File: config.mk
export PLATFORM = sky130hd
export DESIGN_NAME = uart_bus_responder
export DESIGN_NICKNAME = d
export VERILOG_FILES = /design/src/rtl/uart_bus_responder.sv
export SDC_FILE = /design/constraint.sdc
export NUM_CORES = 1
export LEC_CHECK = 0
export CORE_ASPECT_RATIO = 1.1
export CORE_MARGIN = 10
export CORE_UTILIZATION = 59
export CTS_BUF_LIST = sky130_fd_sc_hd__clkbuf_8
export DETAILED_ROUTE_END_ITERATION = 16
export PLACE_DENSITY = 0.88
export SYNTH_ARGS = -nofsm -noshare
export SYNTH_HDL_FRONTEND = slang
export SYNTH_SLANG_ARGS = --single-unit
File: constraint.sdc
create_clock -name CLK -period 2.7 [get_ports CLK]
set_input_delay 0.54 -clock CLK [delete_from_list [all_inputs] [get_ports CLK]]
set_output_delay 0.54 -clock CLK [all_outputs]
set_load 0.01 [all_outputs]
File: src/rtl/uart_bus_responder.sv
// UART peripheral answering the CPU rdn/wrn/data_ready/tbre/tsre handshake.
// Serializes written bytes as 8N1 on txd and deserializes 8N1 frames from rxd.
module uart_bus_responder #(
    parameter int CLKS_PER_BIT = 16
) (
    input  logic       CLK,
    input  logic       RST,
    input  logic       rdn,
    input  logic       wrn,
    input  logic [7:0] bus_din,
    output logic [7:0] bus_dout,
    output logic       bus_doe,
    output logic       data_ready,
    output logic       tbre,
    output logic       tsre,
    output logic       txd,
    input  logic       rxd,
    output logic       rx_overrun,
    output logic       rx_frame_err
);
    localparam int CW = $clog2(CLKS_PER_BIT);
    localparam logic [CW-1:0] BIT_END  = CW'(CLKS_PER_BIT - 1);
    localparam logic [CW-1:0] HALF_END = CW'(CLKS_PER_BIT / 2 - 1);

    typedef enum logic [1:0] {TX_IDLE, TX_START, TX_DATA, TX_STOP} tx_state_e;
    typedef enum logic [1:0] {RX_IDLE, RX_START, RX_DATA, RX_STOP} rx_state_e;

    logic          rdn_q, rdn_prev_q, wrn_q, wrn_prev_q;
    logic          rx_s1_q, rx_s2_q;
    tx_state_e     tx_state_q, tx_state_d;
    logic [CW-1:0] tx_cnt_q, tx_cnt_d;
    logic [2:0]    tx_bit_q, tx_bit_d;
    logic [7:0]    tsr_q, tsr_d, thr_q, thr_d;
    logic          tbre_q, tbre_d, tsre_q, tsre_d;
    rx_state_e     rx_state_q, rx_state_d;
    logic [CW-1:0] rx_cnt_q, rx_cnt_d;
    logic [2:0]    rx_bit_q, rx_bit_d;
    logic [7:0]    rsr_q, rsr_d, rbr_q, rbr_d;
    logic          dr_q, dr_d, ovr_q, ovr_d, fe_q, fe_d;
    logic          rd_rise, wr_rise;

    assign rd_rise = rdn_q & ~rdn_prev_q;
    assign wr_rise = wrn_q & ~wrn_prev_q;

    always_ff @(posedge CLK or negedge RST) begin
        if (!RST) begin
            rdn_q      <= 1'b1;
            rdn_prev_q <= 1'b1;
            wrn_q      <= 1'b1;
            wrn_prev_q <= 1'b1;
            rx_s1_q    <= 1'b1;
            rx_s2_q    <= 1'b1;
            tx_state_q <= TX_IDLE;
            tx_cnt_q   <= '0;
            tx_bit_q   <= '0;
            tsr_q      <= '0;
            thr_q      <= '0;
            tbre_q     <= 1'b1;
            tsre_q     <= 1'b1;
            rx_state_q <= RX_IDLE;
            rx_cnt_q   <= '0;
            rx_bit_q   <= '0;
            rsr_q      <= '0;
            rbr_q      <= '0;
            dr_q       <= 1'b0;
            ovr_q      <= 1'b0;
            fe_q       <= 1'b0;
        end else begin
            rdn_q      <= rdn;
            rdn_prev_q <= rdn_q;
            wrn_q      <= wrn;
            wrn_prev_q <= wrn_q;
            rx_s1_q    <= rxd;
            rx_s2_q    <= rx_s1_q;
            tx_state_q <= tx_state_d;
            tx_cnt_q   <= tx_cnt_d;
            tx_bit_q   <= tx_bit_d;
            tsr_q      <= tsr_d;
            thr_q      <= thr_d;
            tbre_q     <= tbre_d;
            tsre_q     <= tsre_d;
            rx_state_q <= rx_state_d;
            rx_cnt_q   <= rx_cnt_d;
            rx_bit_q   <= rx_bit_d;
            rsr_q      <= rsr_d;
            rbr_q      <= rbr_d;
            dr_q       <= dr_d;
            ovr_q      <= ovr_d;
            fe_q       <= fe_d;
        end
    end

    // Write acceptance and TX load are mutually exclusive: one needs tbre=1, the other tbre=0.
    always_comb begin
        tx_state_d = tx_state_q;
        tx_cnt_d   = tx_cnt_q;
        tx_bit_d   = tx_bit_q;
        tsr_d      = tsr_q;
        thr_d      = thr_q;
        tbre_d     = tbre_q;
        tsre_d     = tsre_q;
        if (wr_rise && tbre_q) begin
            thr_d  = bus_din;
            tbre_d = 1'b0;
        end
        case (tx_state_q)
            TX_IDLE: begin
                if (!tbre_q) begin
                    tsr_d      = thr_q;
                    tbre_d     = 1'b1;
                    tsre_d     = 1'b0;
                    tx_cnt_d   = '0;
                    tx_state_d = TX_START;
                end
            end
            TX_START: begin
                if (tx_cnt_q == BIT_END) begin
                    tx_cnt_d   = '0;
                    tx_bit_d   = '0;
                    tx_state_d = TX_DATA;
                end else begin
                    tx_cnt_d = tx_cnt_q + 1'b1;
                end
            end
            TX_DATA: begin
                if (tx_cnt_q == BIT_END) begin
                    tx_cnt_d = '0;
                    tsr_d    = {1'b0, tsr_q[7:1]};
                    if (tx_bit_q == 3'd7) tx_state_d = TX_STOP;
                    else                  tx_bit_d   = tx_bit_q + 3'd1;
                end else begin
                    tx_cnt_d = tx_cnt_q + 1'b1;
                end
            end
            TX_STOP: begin
                if (tx_cnt_q == BIT_END) begin
                    tx_cnt_d = '0;
                    if (!tbre_q) begin
                        tsr_d      = thr_q;
                        tbre_d     = 1'b1;
                        tx_state_d = TX_START;
                    end else begin
                        tsre_d     = 1'b1;
                        tx_state_d = TX_IDLE;
                    end
                end else begin
                    tx_cnt_d = tx_cnt_q + 1'b1;
                end
            end
            default: tx_state_d = TX_IDLE;
        endcase
    end

    always_comb begin
        case (tx_state_q)
            TX_START: txd = 1'b0;
            TX_DATA:  txd = tsr_q[0];
            default:  txd = 1'b1;
        endcase
    end

    // A stop-bit sample coinciding with a read-release lets the new byte win.
    always_comb begin
        rx_state_d = rx_state_q;
        rx_cnt_d   = rx_cnt_q;
        rx_bit_d   = rx_bit_q;
        rsr_d      = rsr_q;
        rbr_d      = rbr_q;
        dr_d       = dr_q;
        ovr_d      = ovr_q;
        fe_d       = fe_q;
        if (rd_rise) begin
            dr_d  = 1'b0;
            ovr_d = 1'b0;
        end
        case (rx_state_q)
            RX_IDLE: begin
                rx_cnt_d = '0;
                if (!rx_s2_q) rx_state_d = RX_START;
            end
            RX_START: begin
                if (rx_cnt_q == HALF_END) begin
                    rx_cnt_d   = '0;
                    rx_bit_d   = '0;
                    rx_state_d = rx_s2_q ? RX_IDLE : RX_DATA;
                end else begin
                    rx_cnt_d = rx_cnt_q + 1'b1;
                end
            end
            RX_DATA: begin
                if (rx_cnt_q == BIT_END) begin
                    rx_cnt_d = '0;
                    rsr_d    = {rx_s2_q, rsr_q[7:1]};
                    if (rx_bit_q == 3'd7) rx_state_d = RX_STOP;
                    else                  rx_bit_d   = rx_bit_q + 3'd1;
                end else begin
                    rx_cnt_d = rx_cnt_q + 1'b1;
                end
            end
            RX_STOP: begin
                if (rx_cnt_q == BIT_END) begin
                    rx_cnt_d   = '0;
                    rx_state_d = RX_IDLE;
                    if (!rx_s2_q) begin
                        fe_d = 1'b1;
                    end else if (!dr_q || rd_rise) begin
                        rbr_d = rsr_q;
                        dr_d  = 1'b1;
                        fe_d  = 1'b0;
                    end else begin
                        ovr_d = 1'b1;
                    end
                end else begin
                    rx_cnt_d = rx_cnt_q + 1'b1;
                end
            end
            default: rx_state_d = RX_IDLE;
        endcase
    end

    assign bus_doe      = ~rdn_q;
    assign bus_dout     = rdn_q ? 8'h00 : rbr_q;
    assign data_ready   = dr_q;
    assign tbre         = tbre_q;
    assign tsre         = tsre_q;
    assign rx_overrun   = ovr_q;
    assign rx_frame_err = fe_q;
endmodule

# Word level (Yosys, flattened, before mapping)
# Index checks and enable logic that the tools add are counted.
# word_totals
out_inout_bits	15
wordCells	129
ff_bits	61
input_bits	13
# classes
n_reduce_logical	20
n_bitwise	5
add_sub_neg	4
n_mux	54
eq_ne	25
# ops
op	count
8-bit 2-to-1 mux	4
2-bit inequality test, second input constant	13
8-bit one-hot mux with 3 select lines	1
2-bit 2-to-1 mux	11
1-bit 2-to-1 mux	19
3-bit 2-to-1 mux	6
4-bit 2-to-1 mux	4
2-bit one-hot mux with 4 select lines	2
4-bit AND reduction	4
3-bit one-hot mux with 2 select lines	2
4-bit one-hot mux with 3 select lines	1
5-bit AND reduction	2
4-bit by 1-bit adder with 4-bit output, second input constant	2
2-bit == test, second input constant	4
4-bit == test, second input constant	2
4-bit one-hot mux with 2 select lines	1
3-bit by 1-bit adder with 3-bit output, second input constant	2
3-bit == test, second input constant	2
1-bit one-hot mux with 2 select lines	3
3-bit AND reduction	2
2-bit nonzero test	3
2-bit by 1-bit == test with 1-bit output, second input constant	2
4-bit by 3-bit == test with 1-bit output, second input constant	1
2-bit logical NOT	2
other kinds (10)	13

# Longest topological paths before layout
# Gate-level depths: netlist of run 1.
# logic_depth
word_depth	7
depth_mapped	7
ltp_nobuf	5

# Worst setup path before layout of run 1
# Ideal clock, no wire load.
# synth_timing
path_type	register to register
from	reg tx_state_q[0]
to	reg tsr_q[0]
setup_time_ns	0.125
stages_incl_launch_ff	7
synth_period_minus_slack_ns	2.021
path_buffers	1
slack_ns	0.679
arrival_ns	1.897
required_ns	2.575
path_cell_list	dfrtp_1 > inv_1 > ha_1 > buf_2 > or2_2 > a221oi_4 > mux2_2
# synth_between
elab_chain_len	3
word_cells_on_any_way	8
cone_classes	eq/ne (4); mux (1); reduce/logical (3)
# synth_lines
element	line	text
start: declaration	30	tx_state_e tx_state_q, tx_state_d;
start signal: assignment	75	tx_state_q <= tx_state_d;
2-bit == test / 2-bit logical NOT (equally long branches)	106	case (tx_state_q)
2-bit inequality test (no line) / 3-bit nonzero test (equally long branches)	-	
3-bit AND reduction (no line)	-	
end signal: assignment	78	tsr_q <= tsr_d;
end: declaration	33	logic [7:0] tsr_q, tsr_d, thr_q, thr_d;
# Several ways; a longest one is shown, not always the timed one.
# A chain may end at the register's enable or synchronous reset.

# Final worst setup path of run 1
# layout_timing
from	reg tx_state_q[0]
to	out txd
# layout_between
elab_chain_len	2
word_cells_on_any_way	3
cone_classes	eq/ne (2); mux (1)
# layout_lines
element	line	text
2-bit == test / 2-bit by 1-bit == test with 1-bit output (equally long branches)	155	case (tx_state_q)
1-bit one-hot mux with 2 select lines *	155	
end: declaration	16	output logic txd,
# Mark *: on every way between the ends. The rest lies on a longest branch, timed or not.

==> results.txt, run 1 <==
* Status: complete, no violations
* Final hold vios: 0
- Final setup viols: 0
- Most area-hungry cell type in the Yosys netlist: sky130_fd_sc_hd__dfrtp_1
* Antenna fix cells: 0
- For this design the ratio of total power to cell area is 630 nW/um^2.
* Cell area after technology mapping: 2850 um^2
- Power dissipated by switching net loads: 593 uW
* Class of the most critical hold timing path: input pin to asynchronous set/reset pin
- Number of buffers inserted by port buffering: 27
- After synthesis, the cell types taking the most area are sky130_fd_sc_hd__dfrtp_1, sky130_fd_sc_hd__mux2_2, sky130_fd_sc_hd__dfstp_2.
- Most common library cells after synthesis: sky130_fd_sc_hd__dfrtp_1, sky130_fd_sc_hd__mux2_2, sky130_fd_sc_hd__ha_1, sky130_fd_sc_hd__inv_1
- Number of H-tree levels: 3
- Row generation in the floorplan step produced 26 rows.
* Synthesis-stage register bit count: 61
- Routed WL per cell: 16.4 um
* Maximum single-stage delay on the critical path: 0.53 ns
- Global routing used 14.2% of the available tracks across all layers.
- For this configuration, the core starts out at a cell density of 61.3%.
- 28 I/O pins were placed.
- Critical path startpoint category: flop
* Total Die Area: 8010 um^2
- Of all flip-flops after synthesis, the portion carrying an async set or reset was 100%.
- Setup repair after global routing left no endpoint under its margin.
* Worst r2r src: tx_state_q[0]$_DFFE_PN0P_
- After the first detailed-routing iteration, the DRC count stood at 91.
* Minimum clock period: 2.48 ns
- In the synthesized netlist the dominant register cell turns out to be sky130_fd_sc_hd__dfrtp_1.
- Across all layers, the routed design uses 1839 vias.
- For flop-to-flop paths, the worst setup slack is 0.61 ns.
- Number of global-route vias before repair: 1914
- Cells fill 72.2% of the core in the end.
- By area, the combinational part of the netlist is dominated by multiplexers.
- The die is 92.9 um tall.
- Cells with a size suffix above 1 make up 31.9% of the layout.
- Yosys mapped the design onto 47 distinct sky130hd cell types.
* Most common cell in the synthesized netlist: sky130_fd_sc_hd__dfrtp_1
- Fraction of the mapped netlist area in compound gates: 10.3%
* Post-Synthesis Cells: 221
- The analysis attributes to cell leakage a power of 0.00153 uW.
* First-pass GRT wire length: 9090 um
* Reg power frac: 52.1%
* Number of buffers added to fix hold violations after cts: 0
- TritonCTS built the clock tree.
- Placement-stage worst setup slack: 0.455 ns
- Routability-driven placement congestion ratio: 0.802
- HPWL after detailed placement: 3380 um
* Measured slew at the worst slew-check pin: 0.751 ns
- Cell type of the slowest stage on the worst timing path: sky130_fd_sc_hd__clkdlybuf4s50_1
* Area share of and/or/nand/nor cells after synthesis: 11.5%
* Number of antenna violations at the first check in global routing: 0
- Via-to-Cell Ratio: 5.82
- Share of synthesized area spent on multiplexers: 16.5%
- Post-synth top area share: 46.5%
* Switching Share: 28.0%
* Antenna violation net count after detailed routing: 0
* Worst Path Max Fanout: 11
* Count of cells along the worst register-to-register path: 5
- Number of max-slew violations in the final report: 0
- WL final: 5200 um
* Width of the chip: 86.3 um
* Number of detailed-route iterations in the first pass: 4
- Clock group share of total power: 34.9%
- CP Cell Sequence: inv_1 > ha_2 > nor2_2 > a21o_1 > clkdlybuf4s50_1
- Average cell area after synthesis: 12.9 um^2
* Clock transition at path regs: 0.07 ns
* Global route total overflow: 0
- R2r endpoint: tsr_q[0]$_DFFE_PN0P_
- Of the available clock period, the critical path in the final layout requires 91.9%.
- Across all setup checks in the final design, the least slack found is 0.218 ns.
- The clock drives 61 sinks.
- Final nets: 279
- Maximum VDD drop: 0.469 mV
- Adder-cell area share of the yosys netlist: 4.83%
- The tool flagged a number of max-cap violations equal to 0.
* Largest net degree at the start of global routing: 62
- Measured against its own limit, the worst slew margin works out to 49.9%.
* Arrival @ worst endpoint: 1.94 ns
- Clock tree synthesis inserted a total of 9 buffers.
- Later-pin clock latency in the skew report: 0.35 ns
- From synthesis to final layout, the design area changed by 17.8%.
* Highest Clock Rate: 403 MHz
* Skew final: 0.00805 ns
- The number of nets in the synthesized netlist is 245.
- Sequential elements use 53.9% of the synthesized area.
- In this run, synthesis inferred 0 flip-flops with an integrated enable.
* Number of warnings reported in the yosys synthesis log: 0
- Of the total power, combinational logic draws 13.1%.
- The internal power of the cells totals 1520 uW.
- Number of buffers on the longest clock path: 2
- For this run, design rule violations remaining after detail routing come to 0.
- The critical path is of the flop to primary output type.
- The core region is 4650 um^2.
- After filler insertion, the fill cell instance count of the layout stands at 319.
- After routing, the total negative slack on setup checks comes to 0 ns.
* Area share of xor/xnor cells in the synthesized design: 0.615%
- Data required time of the worst path: 2.16 ns
* CP endpoint kind: primary output
- The tree is rooted in a sky130_fd_sc_hd__clkbuf_8.
[area by class of cell]
type	instances	area, um^2	share of cell area [%]
Multi-Input combinational cell	143	1250	37.3
Tap cell	56	70.1	2.09
Inverter	11	41.3	1.23
Clock inverter	5	26.3	0.782
Clock buffer	11	151	4.51
Timing Repair Buffer	29	280	8.35
Sequential cell	61	1540	45.8
[critical path, delay by kind of cell (launching register included)]
kind | cells | cell delay (ns)
buffers and inverters | 2 | 0.65
AND/OR/NAND/NOR | 1 | 0.16
adder cells (fa/ha/maj) | 1 | 0.27
AO/OA/AOI/OAI | 1 | 0.10
flip-flops | 1 | 0.43
[worst max-delay path by stage]
stage,startpoint,to
after floorplan,tx_state_q[0]$_DFFE_PN0P_,tsr_q[0]$_DFFE_PN0P_
after global placement,tx_state_q[0]$_DFFE_PN0P_,txd
after detailed placement,tx_state_q[0]$_DFFE_PN0P_,txd
after CTS,tx_state_q[0]$_DFFE_PN0P_,txd
after global routing,tx_state_q[0]$_DFFE_PN0P_,txd
final,tx_state_q[0]$_DFFE_PN0P_,txd
[layer usage]
layer,routed length [um],GRT usage [%],up-vias
li1,-,-,881
met1,2220,16.8,915
met2,2570,21.3,35
met3,309,5.00,8
met4,97,8.92,0
met5,0,0,-
[cell families after synthesis]
group,Yosys count
flops,61
simple gates,50
mux,42
compound gates,38
buf+inv,17
fa+ha+maj,11
xor+xnor,2
[power by group through the flow]
stage | sequential (uW) | clock, uW | combinational [uW]
floorplan | 1060 | 0 | 241
global placement | 1110 | 0 | 266
CTS | 1100 | 748 | 280
global route | 1120 | 784 | 315
detailed placement | 1120 | 0 | 273
finish | 1100 | 738 | 277
[sequential cells by signal (all words and copies together) (netlist names), 2 cells and up, named ones only]
register	cells
tx_cnt_q	4
rsr_q	8
rx_cnt_q	4
rx_bit_q	3
tsr_q	8
tx_bit_q	3
tx_state_q	2
thr_q	8
rbr_q	8
[metrics by stage]
stage / cells / hold slack, ns / total power, uW / instance area (um^2)
after floorplan: 221 / 0.244 / 1300 / 2850
after global placement: 300 / 0.346 / 1380 / 3180
after detailed placement: 300 / 0.347 / 1390 / 3180
after CTS: 316 / 0.355 / 2130 / 3350
after global routing: 316 / 0.360 / 2220 / 3360
final: 316 / 0.347 / 2120 / 3360
[cell usage in the layout, fill, tap and decap left out, drive strengths merged, types with 7 or more instances in the layout]
master,instances
dfstp,8
and2b,8
mux2,39
o21ai,9
clkbuf,11
inv,12
ha,11
clkdlybuf4s50,26
dfrtp,53
nand3,9
a21oi,7
[what timing repair did]
action                                  CTS  global route
hold endpoints to repair                  0             0
endpoints found under the setup margin    0             1
resized for setup                         0             2
setup buffers                             0             0
No activity file was read; power rests on OpenSTA's default activity.
==> inputs of run 2 (changes only) <==
Settings changed: ABC_AREA from default to 1.
==> run 2 against run 1 <==
  * Largest power group unchanged
  * Clock-buffer cell count is 1 lower
  * Global-route usage is 0.073 points lower
  * Clock skew is 0.0028 ns higher
  * Power is 21% higher
==> results.txt, run 2 <==
- Measured against its own limit, the worst slew margin works out to 74.8%.
- Number of global-route vias before repair: 2117
- The worst-case IR drop observed on VDD is 0.622 mV.
* Number of max-slew violations in the final report: 0
* Antenna violation net count after detailed routing: 0
* Placement-stage cell area: 3150 um^2
- In this run the worst path has a maximum fanout of 11.
* Sequential area share after synthesis: 54.3%
- Among all flip-flop cells after synthesis, the most frequent one is sky130_fd_sc_hd__dfrtp_1.
* Post-route clock period utilization: 95.1%
- After detailed routing, the average wire length per cell comes to 13.1 um.
* Number of warnings reported in the yosys synthesis log: 0
* Number of design rule violations left after detail routing: 0
- Commonest cells after routing, fill and taps aside: sky130_fd_sc_hd__nand2_1, sky130_fd_sc_hd__dfrtp_1, sky130_fd_sc_hd__inv_1
- In this run switching power makes up 25.1% of total power.
- STA classifies the critical path startpoint as a flop.
- Row generation in the floorplan step produced 26 rows.
* Cell family with the largest share of critical-path delay: buffers and inverters
* Via-to-Cell Ratio: 5.25
* Post-synth EDFFs: 0
* Area growth syn-to-layout: 21.2%
- The critical path goes through inv_1 > ha_4 > inv_1 > o21ai_0 > clkdlybuf4s50_1.
- Number of violations of the max-capacitance limit: 0
- Of the total synthesized cell area, the portion taken by XOR and XNOR cells is 0.929%.
* Starting utilization of the core area: 60.8%
* Global route total overflow: 0
- Maximum single-stage delay on the critical path: 0.58 ns
* Clock Sink Count: 61
- HPWL after detailed placement: 3530 um
- Filler Cell Count: 346
- Counting instances in the post-synthesis netlist gives the leading cell types as sky130_fd_sc_hd__nand2_1, sky130_fd_sc_hd__dfrtp_1, sky130_fd_sc_hd__inv_1.
- The number of antenna violations at the first check in global routing is 0.
* Data required time of the worst path: 2.16 ns
* Final setup viols: 0
- CORE AREA: 4650 um^2
- In the global route stage, overall resource usage came out at 14.1%.
- Number of buffers inserted by port buffering: 27
- WL final: 5190 um
* Post-Synthesis Cells: 300
- R2R Setup Slk: 0.87 ns
- In this run the count of I/O pins placed on the die edge is 28.
- Final setup TNS: 0 ns
- Number of buffers and inverters on the critical path: 3
- Class of the most critical hold timing path: input pin to asynchronous set/reset pin
* Post-CTS setup-driven buffer insertion count: 0
- By area the synthesized netlist is led by sky130_fd_sc_hd__dfrtp_1, sky130_fd_sc_hd__nand2_1, sky130_fd_sc_hd__dfstp_2.
* Yosys cell types: 30
- The number of nets handed over by synthesis was 324.
* Antenna fix cells: 0
- Entering global routing, the biggest net connects 62 pins.
- Most area-hungry cell type in the Yosys netlist: sky130_fd_sc_hd__dfrtp_1
- CP endpoint kind: primary output
- Most common cell in the synthesized netlist: sky130_fd_sc_hd__nand2_1
- Final nets: 359
* Worst path most repeated cell: sky130_fd_sc_hd__inv_1
* Minimum clock period: 2.57 ns
- Setup repair after global routing left no endpoint under its margin.
* Number of buffers on the longest clock path: 2
* Proportion of layout cells with a drive suffix above 1: 16.8%
* Clock transition at path regs: 0.07 ns
- The slowest stage of the critical path is the sky130_fd_sc_hd__clkdlybuf4s50_1 cell.
* Buffer type at the clock tree root: sky130_fd_sc_hd__clkbuf_8
- Timing would allow up to 390 MHz.
* Vias after detailed routing: 2079
- Final hold vios: 0
- Width of the chip: 86.0 um
- R2r endpoint: tx_bit_q[2]$_DFFE_PN0P_
* Status: complete, no violations
* Async set-or-reset flop fraction in the synthesized netlist: 100%
* Type of the worst setup path: flop to primary output
- First-pass GRT wire length: 9120 um
* Cell area after technology mapping: 2830 um^2
- The clock reaches the later pin of the worst-skew pair after 0.34 ns.
- The clock network is responsible for 41.9% of the overall power.
- Summing the areas of all fa, ha and maj instances in the mapped netlist gives 4.87% of the synthesized area.
* Placement-stage worst setup slack: 0.351 ns
- Final worst setup slack: 0.134 ns
- For the pin with the worst max-slew slack, the measured transition is 0.377 ns.
- Fin area: 3430 um^2
* Synthesis-stage register bit count: 61
- Number of detailed-route iterations in the first pass: 4
* Worst r2r src: tx_state_q[0]$_DFFE_PN0P_
- At the end of routability-driven placement, the weighted congestion stood at 0.839.
* Post-synth top area share: 46.9%
- After the first detailed-routing iteration, the DRC count stood at 86.
* Number of H-tree levels: 3
* Skew final: 0.0109 ns
- The die is 92.6 um tall.
- Power dissipated by switching net loads: 643 uW
- Internal power contribution: 1910 uW
* Share of synthesized area spent on multiplexers: 3.19%
- Buffers inserted during clock tree synthesis total 9.
- Average cell area after synthesis: 9.43 um^2
- Cells fill 73.7% of the core in the end.
- Reg power frac: 44.1%
- Count of cells along the worst register-to-register path: 8
* TritonCTS clock tree: yes
* Fraction of the mapped netlist area in compound gates: 11.7%
- After synthesis, the largest family of logic cells by area is simple AND/OR/NAND/NOR gates.
* Static leakage: 0.00165 uW
- The die covers 7960 um^2.
* Area share of and/or/nand/nor cells after synthesis: 17.3%
* Most frequent standard cell in the layout excluding fill and tap cells: sky130_fd_sc_hd__nand2_1
* Arrival @ worst endpoint: 2.03 ns
- Per report_power, the combinational group accounts for 14.1% of the total.
* Cell area power density: 746 nW/um^2
## run 2: what timing repair did
| action | 4_1_cts | 5_1_grt |
|---|---|---|
| gates resized for setup | 1 | 1 |
| endpoints found under the setup margin | 1 | 1 |
| hold endpoints to repair | 0 | 0 |
| hold buffers | 0 | 0 |
## run 2: how the worst max path moves through the flow
stage,depth (start not counted),slack [ns],startpoint,endpoint
floorplan,5,1.03,tx_state_q[0]$_DFFE_PN0P_,txd
global placement,5,0.43,tx_state_q[0]$_DFFE_PN0P_,txd
detailed placement,5,0.35,tx_state_q[0]$_DFFE_PN0P_,txd
CTS,5,0.05,tx_state_q[0]$_DFFE_PN0P_,txd
global route,5,0.04,tx_state_q[0]$_DFFE_PN0P_,txd
finish,5,0.13,tx_state_q[0]$_DFFE_PN0P_,txd
## run 2: kinds of logic after synthesis
group,count (synthesis)
xor gates and xnor gates,3
DFF,61
buffers and inverters,52
adders and majority gates,11
and+or+nand+nor,112
AOI/OAI and AO/OA,53
muxes,8
## run 2: final cells by class
cell class,instances,area (um^2),share of cell area [%]
well taps,56,70.1,2.04
multi-input cells,187,1090,31.7
flip-flops and latches,61,1540,44.8
inverters,47,176,5.15
clock buffers,10,138,4.01
clock inverters,6,128,3.72
repair buffers,29,293,8.54
## run 2: per-layer routing
layer  up-vias  track usage, %  wire length, um
li1       1028               -                -
met1       994            15.0             2170
met2        46            24.2             2630
met3        11            5.61              293
met4         0            5.77               93
met5         -               0                0
## run 2: metrics by stage
stage,std cells,power (uW),hold slack (ns)
floorplan,300,1370,0.244
global placement,380,1470,0.347
detailed placement,380,1490,0.347
CTS,396,2580,0.199
global route,396,2680,0.211
finish,396,2560,0.182
## run 2: power by group through the flow
| stage | clock [uW] | combinational (uW) | sequential [uW] |
|---|---|---|---|
| global placement | 0 | 335 | 1130 |
| global route | 1120 | 419 | 1140 |
| floorplan | 0 | 260 | 1110 |
| CTS | 1090 | 365 | 1130 |
| finish | 1070 | 359 | 1130 |
| detailed placement | 0 | 353 | 1140 |
==> inputs of run 3 (changes only) <==
Settings changed: MAX_ROUTING_LAYER from default to met4.
==> run 3 against run 2 <==
  * Non-clock buffer count unchanged
  * Sequential power about the same
  * Highest routed layer unchanged
  * Combinational power about the same
  * Clock skew about the same
  * Die area unchanged
  * Register-to-register slack about the same
  * Critical path depth unchanged
  * Largest power group unchanged
==> results.txt, run 3 (same netlist as run 2, synthesis figures left out) <==
- CTS built an H-tree with a depth of 3.
- The number of global-route vias before repair came to 2116.
- Global route total overflow: 0
* Starting utilization of the core area: 60.8%
* Overall routing resource usage: 14.4%
- Routed WL per cell: 13.1 um
* Total Die Area: 7960 um^2
* Most frequent standard cell in the layout excluding fill and tap cells: sky130_fd_sc_hd__nand2_1
- Setup violations remaining at the end of the flow were counted as 0.
* WL final: 5200 um
- Number of buffers added to fix hold violations after cts: 0
* Final nets: 359
- Buffers placed on the I/O ports in this run total 27.
* Static leakage: 0.00165 uW
- Utilization after layout: 73.7%
* Proportion of layout cells with a drive suffix above 1: 16.8%
- Clock-pin slew was measured on the worst setup and hold paths at 0.07 ns.
* Worst r2r src: tx_state_q[0]$_DFFE_PN0P_
- TritonCTS clock tree: yes
- Setup repair after global routing missed its margin: no
- Derived from the worst setup path, the maximum achievable clock frequency is 390 MHz.
- The most numerous cell type found on the critical path is sky130_fd_sc_hd__inv_1.
- Class of the most critical hold timing path: input pin to asynchronous set/reset pin
- Number of detailed-route iterations in the first pass: 4
* Critical path startpoint category: flop
- Buffers inserted during clock tree synthesis total 9.
* Relative slew slack: 74.7%
- Summing over every cut layer, the via total after detailed routing is 2085.
- Largest net degree at the start of global routing: 62
- The multi-input combinational cells in the finished layout cover a total of 1090 um^2.
- Maximum single-stage delay on the critical path: 0.58 ns
- The flow ran to the end, and the final reports show no timing, DRC or antenna violations.
- The endpoint identified for the worst register-to-register timing path is tx_bit_q[2]$_DFFE_PN0P_.
- Cell type of the slowest stage on the worst timing path: sky130_fd_sc_hd__clkdlybuf4s50_1
- CP endpoint kind: primary output
- After layout, the worst setup slack is 0.137 ns.
* Site row count: 26
- The first global-routing pass estimated 9120 um of wire.
* Register Area: 1540 um^2
* Worst Path Max Fanout: 11
- Number of buffers on the longest clock path: 2
- CORE AREA: 4650 um^2
- Data on the critical path arrives at its endpoint at 2.02 ns.
* Drt first-iter violations: 104
* Count of cells along the worst register-to-register path: 8
* Data required time of the worst path: 2.16 ns
* R2R Setup Slk: 0.87 ns
- Later-pin clock latency in the skew report: 0.34 ns
- For the final database, setup skew stands at 0.0109 ns.
- Routability-driven placement congestion ratio: 0.852
- The top cell types in the final layout, fill and taps aside, are sky130_fd_sc_hd__nand2_1, sky130_fd_sc_hd__dfrtp_1, sky130_fd_sc_hd__inv_1.
- In this run the vertical extent of the chip is 92.6 um.
- Number of max-slew violations in the final report: 0
- Traced cell by cell, the critical path runs through inv_1 > ha_4 > inv_1 > o21ai_0 > clkdlybuf4s50_1.
- Worst Hold Margin: 0.182 ns
- Final hold vios: 0
- The tool flagged a number of max-cap violations equal to 0.
* Post-CTS setup-driven buffer insertion count: 0
- In this run the clock root is driven by a sky130_fd_sc_hd__clkbuf_8.
- From synthesis to final layout, the design area changed by 21.2%.
- At the pin with the least slew margin, the transition time is 0.379 ns.
- Type of the worst setup path: flop to primary output
- Timing analysis after detailed placement gives a worst setup slack of 0.351 ns.
- Number of design rule violations left after detail routing: 0
- Detailed placement finished with a half-perimeter wire length of 3530 um.
* Antenna violation net count after detailed routing: 0
* Filler Cell Count: 346
- Cell area power density: 746 nW/um^2
* Clock Sink Count: 61
* Via-to-Cell Ratio: 5.27
- The most critical setup path has its startpoint at tx_state_q[0]$_DFFE_PN0P_.
- Pin placement for this block handled 28 I/O pins.
* Maximum VDD drop: 0.624 mV
* Post-route clock period utilization: 94.9%
- The number of antenna violations at the first check in global routing was 0.
- Setup total negative slack on the finished layout was measured at 0 ns.
- In this run the worst setup path terminates at txd.
- The number of antenna diodes in the final layout is 0.
- Minimum clock period: 2.56 ns
- Width of the chip: 86.0 um
-- run 3: cell type report --
cell class,count,area share [%]
clock buffer,10,4.01
clock inverter,6,3.72
timing repair buffer,29,8.54
multi-input combinational,187,31.7
sequential,61,44.8
inverter,47,5.15
tap,56,2.04
-- run 3: how the worst min path moves through the flow --
stage	endpoint	cells after the start
4_1_cts	rbr_q[1]$_DFFE_PN0P_	2
2_1_floorplan	asynchronous set/reset pin	0
5_1_grt	rbr_q[1]$_DFFE_PN0P_	2
6_report	rx_frame_err$_DFFE_PN0P_	2
3_3_place_gp	rx_s2_q$_DFF_PN1_	0
3_5_place_dp	rx_s2_q$_DFF_PN1_	0
-- run 3: per-stage QoR --
stage	std cells	total power, uW	area, um^2
floorplan	300	1370	2830
global route	396	2680	3430
finish	396	2560	3430
global placement	380	1470	3150
CTS	396	2580	3420
detailed placement	380	1490	3150
-- run 3: critical path: cells and delay by family (launching register included) --
kind	cells	cell delay, ns
AOI/OAI and AO/OA	1	0.19
DFF	1	0.43
buffers and inverters	3	0.84
adders and majority gates	1	0.23
-- run 3: where the power goes --
part           switching [uW]  internal, uW  leakage [uW]
combinational             205           154      0.000735
sequential               92.1          1030      0.000773
clock                     346           725      0.000139
total                     644          1910       0.00165
-- run 3: timing repair --
action                                  4_1_cts  5_1_grt
endpoints found under the setup margin        1        1
cloned                                        0        0
gates resized for setup                       1        1
-- run 3: routing by layer --
| metal | wire (um) | share of wire, % | vias to the layer above | global-route usage (%) |
|---|---|---|---|---|
| met3 | 310 | 6.0 | 13 | 4.91 |
| met1 | 2160 | 42 | 992 | 15.1 |
| met2 | 2630 | 50 | 50 | 24.2 |
| met5 | 0 | 0 | - | - |
| li1 | - | - | 1030 | - |
| met4 | 103 | 2.0 | 0 | 6.18 |
